==> src/rtl/pong_engine.sv <==
// Two-player LED ping-pong engine: serve, return, speed-up per rally, scoring and match end.
// Single clock; the ball step timer is a plain counter compared against the current period.
module pong_engine #(
    parameter int N_LEDS       = 8,
    parameter int SCORE_W      = 4,
    parameter int WIN_SCORE    = 7,
    parameter int START_PERIOD = 25_000_000,
    parameter int PERIOD_STEP  = 1_000_000,
    parameter int MIN_PERIOD   = 5_000_000
) (
    input  logic               clk,
    input  logic               rst,
    input  logic               hit_r,
    input  logic               hit_l,
    output logic [N_LEDS-1:0]  led,
    output logic [SCORE_W-1:0] score_r,
    output logic [SCORE_W-1:0] score_l,
    output logic               game_over,
    output logic               winner
);

    localparam int PW     = $clog2(N_LEDS);
    localparam int TW     = $clog2(START_PERIOD + 1);
    localparam int HALF   = N_LEDS / 2;
    localparam int STEP_C = (PERIOD_STEP > START_PERIOD) ? START_PERIOD : PERIOD_STEP;

    localparam logic [PW-1:0]      POS_MAX = PW'(N_LEDS - 1);
    localparam logic [TW-1:0]      START_V = TW'(START_PERIOD);
    localparam logic [TW-1:0]      MIN_V   = TW'(MIN_PERIOD);
    localparam logic [TW-1:0]      STEP_V  = TW'(STEP_C);
    localparam logic [SCORE_W-1:0] WIN_V   = SCORE_W'(WIN_SCORE);

    typedef enum logic [2:0] {IDLE, MOVE_L, MOVE_R, SHOW, OVER} state_t;

    state_t             state, state_n;
    logic [PW-1:0]      pos, pos_n;
    logic [TW-1:0]      timer, timer_n;
    logic [TW-1:0]      period, period_n, period_dec;
    logic [SCORE_W-1:0] score_r_n, score_l_n, inc_r, inc_l;
    logic               last_l, last_l_n, winner_n;
    logic               hit_r_q, hit_l_q, press_r, press_l, tick;
    logic               serve_r, serve_l, point_r, point_l;

    assign press_r = hit_r & ~hit_r_q;
    assign press_l = hit_l & ~hit_l_q;
    assign tick    = (timer == period - TW'(1));
    assign inc_r   = score_r + SCORE_W'(1);
    assign inc_l   = score_l + SCORE_W'(1);

    // Compare one bit wider so MIN + STEP cannot overflow the period width.
    assign period_dec = ({1'b0, period} >= ({1'b0, MIN_V} + {1'b0, STEP_V}))
                        ? period - STEP_V : MIN_V;

    always_comb begin
        state_n   = state;
        pos_n     = pos;
        timer_n   = timer;
        period_n  = period;
        score_r_n = score_r;
        score_l_n = score_l;
        last_l_n  = last_l;
        winner_n  = winner;
        serve_r   = 1'b0;
        serve_l   = 1'b0;
        point_r   = 1'b0;
        point_l   = 1'b0;

        case (state)
            IDLE: begin
                if (press_r)      serve_r = 1'b1;
                else if (press_l) serve_l = 1'b1;
            end
            MOVE_L: begin
                timer_n = timer + TW'(1);
                if (press_l) begin
                    if (pos == POS_MAX) begin
                        state_n  = MOVE_R;
                        timer_n  = '0;
                        period_n = period_dec;
                    end else begin
                        point_r = 1'b1;
                    end
                end else if (tick) begin
                    timer_n = '0;
                    if (pos == POS_MAX) point_r = 1'b1;
                    else                pos_n   = pos + PW'(1);
                end
            end
            MOVE_R: begin
                timer_n = timer + TW'(1);
                if (press_r) begin
                    if (pos == '0) begin
                        state_n  = MOVE_L;
                        timer_n  = '0;
                        period_n = period_dec;
                    end else begin
                        point_l = 1'b1;
                    end
                end else if (tick) begin
                    timer_n = '0;
                    if (pos == '0) point_l = 1'b1;
                    else           pos_n   = pos - PW'(1);
                end
            end
            SHOW: begin
                if (!last_l && press_r)     serve_r = 1'b1;
                else if (last_l && press_l) serve_l = 1'b1;
            end
            OVER: begin
                if (press_r || press_l) begin
                    score_r_n = '0;
                    score_l_n = '0;
                    state_n   = IDLE;
                end
            end
            default: state_n = IDLE;
        endcase

        if (serve_r || serve_l) begin
            state_n  = serve_r ? MOVE_L : MOVE_R;
            pos_n    = serve_r ? '0 : POS_MAX;
            timer_n  = '0;
            period_n = START_V;
        end

        if (point_r) begin
            score_r_n = inc_r;
            last_l_n  = 1'b0;
            timer_n   = '0;
            if (inc_r == WIN_V) begin
                state_n  = OVER;
                winner_n = 1'b0;
            end else begin
                state_n = SHOW;
            end
        end

        if (point_l) begin
            score_l_n = inc_l;
            last_l_n  = 1'b1;
            timer_n   = '0;
            if (inc_l == WIN_V) begin
                state_n  = OVER;
                winner_n = 1'b1;
            end else begin
                state_n = SHOW;
            end
        end
    end

    always_ff @(posedge clk) begin
        if (rst) begin
            state   <= IDLE;
            pos     <= '0;
            timer   <= '0;
            period  <= START_V;
            score_r <= '0;
            score_l <= '0;
            last_l  <= 1'b0;
            winner  <= 1'b0;
            hit_r_q <= 1'b0;
            hit_l_q <= 1'b0;
        end else begin
            state   <= state_n;
            pos     <= pos_n;
            timer   <= timer_n;
            period  <= period_n;
            score_r <= score_r_n;
            score_l <= score_l_n;
            last_l  <= last_l_n;
            winner  <= winner_n;
            hit_r_q <= hit_r;
            hit_l_q <= hit_l;
        end
    end

    // Display is a pure function of registered state, so it moves on the same edge.
    always_comb begin
        led = '0;
        case (state)
            MOVE_L, MOVE_R: led = N_LEDS'(1) << pos;
            SHOW:           led = {HALF'(score_l), HALF'(score_r)};
            OVER:           led = winner ? {{HALF{1'b1}}, {HALF{1'b0}}}
                                         : {{HALF{1'b0}}, {HALF{1'b1}}};
            default:        led = '0;
        endcase
    end

    assign game_over = (state == OVER);

endmodule

==> config.mk <==
export PLATFORM = sky130hd
export DESIGN_NAME = pong_engine
export DESIGN_NICKNAME = d
export VERILOG_FILES = /design/src/rtl/pong_engine.sv
export SDC_FILE = /design/constraint.sdc
export NUM_CORES = 1
export LEC_CHECK = 0
export CORE_ASPECT_RATIO = 0.75
export CORE_MARGIN = 2
export CORE_UTILIZATION = 41
export CTS_BUF_LIST = sky130_fd_sc_hd__clkbuf_8
export DETAILED_ROUTE_END_ITERATION = 16
export PLACE_DENSITY = 0.66
export SLEW_MARGIN = 20
export SYNTH_ARGS = -nofsm -noshare
export SYNTH_HDL_FRONTEND = slang
export SYNTH_SLANG_ARGS = --single-unit
==> constraint.sdc <==
create_clock -name clk -period 4.7 [get_ports clk]
set_input_delay 1.41 -clock clk [delete_from_list [all_inputs] [get_ports clk]]
set_output_delay 1.41 -clock clk [all_outputs]
set_load 0.02 [all_outputs]
==> results of run 1 <==
cells by family after synthesis:
group | count (synthesis) | synth area share, %
adder cells (fa/ha/maj) | 8 | 2.71
XOR/XNOR | 68 | 15.0
AO/OA/AOI/OAI | 93 | 16.3
multiplexers | 3 | 0.757
buffers and inverters | 42 | 5.11
AND/OR/NAND/NOR | 216 | 28.8
flip-flops | 62 | 31.3
sequential cells by signal, summed over array words and instances, names as in the netlist:
| signal | flops |
|---|---|
| pos | 3 |
| timer | 25 |
| score_l | 4 |
| hit_r_q | 1 |
| hit_l_q | 1 |
| period | 19 |
| state | 3 |
| score_r | 4 |
| winner | 1 |
| last_l | 1 |
report_power, final:
group	internal, mW	switching, mW	total (mW)
registers	0.540	0.0229	0.563
logic	0.0762	0.156	0.232
clock network	0.226	0.206	0.432
metal layers:
| metal | track usage [%] | up-vias | routed length (um) | part of all wire [%] |
|---|---|---|---|---|
| met5 | 0 | - | 0 | 0 |
| met4 | 4.49 | 0 | 115 | 1.1 |
| met3 | 4.97 | 12 | 615 | 6.1 |
| met2 | 28.3 | 90 | 4100 | 41 |
| met1 | 29.1 | 1658 | 5240 | 52 |
| li1 | - | 1773 | - | - |
worst max-delay path by stage:
stage | slack, ps | endpoint | from | cells after the start
2_1_floorplan | 1420 | timer[10] | period[6] | 11
3_3_place_gp | 840 | period[22] | hit_r | 9
3_5_place_dp | 740 | timer[23] | period[6] | 10
4_1_cts | 710 | timer[23] | period[6] | 10
5_1_grt | 380 | timer[10] | period[6] | 10
6_report | 720 | timer[22] | period[6] | 10
final cells by class:
| class | count | area [um^2] | area share (%) |
|---|---|---|---|
| multi-input combinational | 388 | 2520 | 57.5 |
| tap | 132 | 165 | 3.77 |
| clock buffer | 12 | 165 | 3.77 |
| sequential | 62 | 1240 | 28.3 |
| clock inverter | 2 | 8.76 | 0.200 |
| timing repair buffer | 23 | 225 | 5.14 |
| inverter | 15 | 56.3 | 1.28 |
cell usage after synthesis (all sizes together) (2+ instances only):
| cell type | count | share of area [%] |
|---|---|---|
| dfxtp | 62 | 31 |
| nor3 | 43 | 5.9 |
| nand2 | 40 | 3.8 |
| xor2 | 36 | 7.9 |
| nor2 | 34 | 3.2 |
| xnor2 | 32 | 7.1 |
| nand3 | 29 | 3.8 |
| a21oi | 26 | 3.6 |
| o21ai | 19 | 2.4 |
| clkbuf | 15 | 1.4 |
| inv | 15 | 1.4 |
| buf | 12 | 2.3 |
| nand2b | 11 | 1.7 |
| nand4 | 11 | 1.9 |
| nor2b | 8 | 1.3 |
| nor4 | 8 | 1.3 |
| o211ai | 8 | 1.5 |
| and3 | 7 | 1.1 |
| ha | 7 | 2.2 |
| or3 | 7 | 1.1 |
| a221o | 6 | 1.5 |
| and4 | 6 | 1.3 |
| a211oi | 5 | 0.95 |
| o21a | 4 | 0.76 |
| a31oi | 3 | 0.47 |
| and2 | 3 | 0.47 |
| mux2i | 3 | 0.76 |
| o2111ai | 3 | 0.66 |
| o31ai | 3 | 0.57 |
| or4 | 3 | 0.66 |
| a2111oi | 2 | 0.44 |
| a211o | 2 | 0.44 |
| a21boi | 2 | 0.66 |
| a221oi | 2 | 0.60 |
| nor3b | 2 | 0.38 |
critical path, cell delays in order (launching register included):
cell and delay (ps):
dfxtp_1 370, inv_1 100, ha_1 310, or4b_1 530
or2_1 270, or4_1 550, a221oi_2 310, and4_1 470
o211ai_1 210, a21oi_4 600, nor3_1 110
==> results.cfg, run 1 <==
[timing]
clock.fmax_mhz = 251
setup_viol = 0
rsz0062_at_grt = no
fin_hold_ws_ps = 494
finalCriticalPeriod_ps = 3980
hold_violations = 0
worst_pin_slew_ps = 1070
setup_tns_ps = 0
relSlewSlack_pct = 26.8
fin_ws_ps = 716
fin_skew_ps = 7.07
period_share_pct = 84.8
report.final.slew_viol_count = 0

[pwr]
finalPower_mw = 1.23
p_leak_nw = 1.40
power_density_nw_per_um2 = 280
irDropWorstVdd_uv = 142

[drt]
post_drt_wl_per_cell_um = 15.9
drtIter0Drc = 277
vias = 3533
drtAntennaViolNets = 0
routed_via_density = 5.57
first_pass_iters = 7
drt-total-wl_um = 10100
drc = 0

[yosys]
ys_seq_area_share_pct = 31.3
ys.flop_type = dfxtp_1
async_flop_share_pct = 0
ys_ff_latch = 62
synth_cell_type_count = 58
syn_nets = 504
synth_edf_count = 0
avgSynthCellArea_um2 = 8.06
netlist_area_um2 = 3970
synth_warnings = 0
synth_cells = 492

[global_route]
grt_pass1_wl_um = 16300
grt.total_usage_pct = 19.6
grt_pass1_vias = 3143
grt_max_degree = 26
grt_overflow = 0
antenna_found_initial = 0

[clock_network]
cts_resized = 0
clock_sinks = 62
htreeDepth = 3
cts_setup_buffers = 0
clockBufferDepth = 2
clk_pin_slew_worst_paths_ps = 70
cts_tree = done
cts_root_buffer = clkbuf_8
hold_buffers = 0
worstSkewPairLatency_ps = 350
cts_buffers = 9

[floorplanning]
row_count = 31
fp.dieW_um = 118
ios = 22
core_region_area_um2 = 9540
fp.dieH_um = 89.2
dieArea_um2 = 10500
initial_core_util_pct = 41.6

[setup_path]
reg2regPathDepth = 10
r2r-end = timer[22]
cp-end-kind = flop
startpoint_type = flop
crit_type = reg -> reg
ff2ff_setup_slack_ps = 720
critical_path.max_fanout = 24
critPathArrivalTime_ps = 4190
reg2reg_from = period[6]
worstPathRequired_ps = 4900

[cells_and_area]
post-route-util_pct = 45.9
area_growth_pct = 10.5
layout_common_cells = dfxtp_1, nand2_1, nor3_1
fin_cells = 634
design_area_um2 = 4380
layout_commonest_cell = dfxtp_1
n_fill_cell = 968
drive_above_1_share_pct = 5.38
antennaDiodeCount = 0
nets = 511

[hold_path]
min_to = timer[1]
hp-start = timer[1]
min_path_cells = 2
min_path_type = reg -> reg

[run]
maxCapViolations = 0

[place]
gp_congestion = 0.923
dpl.hpwl_um = 7490
place.port_buffers = 21
place_ws_ps = 743
postPlaceCellArea_um2 = 4210
dp_cells = 620

[status]
status = completed
(Power assumes the default switching activity.)
==> run 2, diff against run 1 <==
Clock period 4.7 ns to 4.1 ns, I/O delays scaled along.
==> run 2 against run 1 <==
  * Combinational power grew 18%
  * Setup slack lost 450 ps
  * Power is 21% higher
  * Flip-flop and latch count stayed put
  * Die area did not move
  * Non-clock buffer count rose by 7
  * Count of clock-buffer cells in the layout decreased by 1
  * Largest power group unchanged
  * Critical path depth up 1
  * Utilization up 0.92 points
  * Largest cell class unchanged
  * Sequential power rose by 15%
==> results.cfg, run 2 (synthesis gave the netlist of run 1 again) <==
[setup_path]
path_buf_inv = 2
ff2ff_setup_slack_ps = 270
critPathArrivalTime_ps = 4050
cpLargestDelayFamily = simple AND/OR/NAND/NOR gates
worstPathRequired_ps = 4320
crit_type = reg -> reg
cp_cell_sequence = inv_1 > ha_1 > or4b_1 > or2_1 > or4_1 > a221oi_2 > and4_1 > o211ai_1 > a21oi_4 > buf_4 > nor3_1
cp-end-kind = flop
cpPeakStageDelay_ps = 560
critPathSlowestCell = or4b_1
critical_path.max_fanout = 24
startpoint_type = flop

[clock_network]
clockBufferDepth = 2
cts_setup_buffers = 0
cts_resized = 0
cts_buffers = 9
cts_root_buffer = clkbuf_8
clk_pin_slew_worst_paths_ps = 70
htreeDepth = 3
worstSkewPairLatency_ps = 360
hold_buffers = 0
cts_tree = done
clock_sinks = 62

[hold_path]
min_path_type = reg -> reg

[cells_and_area]
area_growth_pct = 12.7
top_register = timer
post-route-util_pct = 46.9
layout_common_cells = dfxtp_1, nand2_1, nor3_1
reg_top3 = timer x25, period x19
largest_reg_flops = 25
layout_commonest_cell = dfxtp_1
nets = 518
drive_above_1_share_pct = 7.24
fin_cells = 643
antennaDiodeCount = 0

[place]
gp_congestion = 0.929
dpl.hpwl_um = 7330
dp_cells = 627
place.port_buffers = 21

[global_route]
grt_pass1_wl_um = 16500
grt_max_degree = 26
grt_pass1_vias = 3274
antenna_found_initial = 0
grt.total_usage_pct = 19.5
grt_overflow = 0

[pwr]
finalPower_mw = 1.49
irDropWorstVdd_uv = 181
power_density_nw_per_um2 = 333
p_leak_nw = 1.44

[floorplanning]
ios = 22
dieArea_um2 = 10500
fp.dieW_um = 118
row_count = 31
fp.dieH_um = 89.2
core_region_area_um2 = 9540
initial_core_util_pct = 41.6

[timing]
report.final.slew_viol_count = 0
fin_hold_ws_ps = 494
relSlewSlack_pct = 40.6
rsz0062_at_grt = no
setup_viol = 0
finalCriticalPeriod_ps = 3830
hold_violations = 0
worst_pin_slew_ps = 869
clock.fmax_mhz = 261
setup_tns_ps = 0
period_share_pct = 93.5
fin_skew_ps = 18.0

[status]
status = completed

[drt]
vias = 3612
drc = 0
post_drt_wl_per_cell_um = 15.3
drtAntennaViolNets = 0
drtIter0Drc = 314
first_pass_iters = 4
routed_via_density = 5.62
drt-total-wl_um = 9810

[run]
maxCapViolations = 0
[run 2: cell count changes in the layout (fill, tap and decap cells not counted)]
| cell | delta |
|---|---|
| buf_4 | +7 |
| bufinv_16 | +1 |
| clkbuf_8 | -1 |
| clkinvlp_4 | +3 |
| inv_1 | -1 |
[run 2: path summary, 6_finish.rpt]
kind | from | end | cells after the start
worst max-delay path | period[6] | timer[6] | 11
worst min-delay path | last_l | last_l | 2
worst max register to register | period[6] | timer[6] | 11
worst min register to register | last_l | last_l | 2
[run 2: final cells by class]
| class | instances | area [um^2] |
|---|---|---|
| clock buffer | 11 | 151 |
| clock inverter | 5 | 57.6 |
| fill | 927 | 5070 |
| inverter | 15 | 56.3 |
| multi-input combinational | 388 | 2520 |
| sequential | 62 | 1240 |
| tap | 132 | 165 |
| timing repair buffer | 30 | 278 |
[run 2: worst reg2reg max path, delay by kind of cell, from the launching register on]
kind / cells / cell delay, ps
AOI/OAI and AO/OA: 3 / 690
adders and majority gates: 1 / 290
buffers and inverters: 2 / 400
DFF: 1 / 370
and+or+nand+nor: 5 / 1960
[run 2: routing by layer]
layer / GRT usage [%] / vias to the layer above / share of wire, %
met2: 28.5 / 91 / 42
met1: 28.2 / 1723 / 52
met4: 5.15 / 0 / 0.75
met3: 5.61 / 9 / 6.1
li1: - / 1789 / -
met5: 0 / - / 0
[run 2: power breakdown]
group | internal [mW] | leakage (nW) | total, mW | switching (mW)
clock | 0.313 | 0.0976 | 0.570 | 0.258
sequential | 0.619 | 0.501 | 0.645 | 0.0256
combinational | 0.0954 | 0.844 | 0.274 | 0.179
[run 2: per-stage QoR]
stage | worst slack (ps) | area, um^2
after global placement | 481 | 4260
final | 268 | 4470
after global routing | 36.1 | 4470
after detailed placement | 359 | 4260
after CTS | 311 | 4470
after floorplan | 825 | 3970
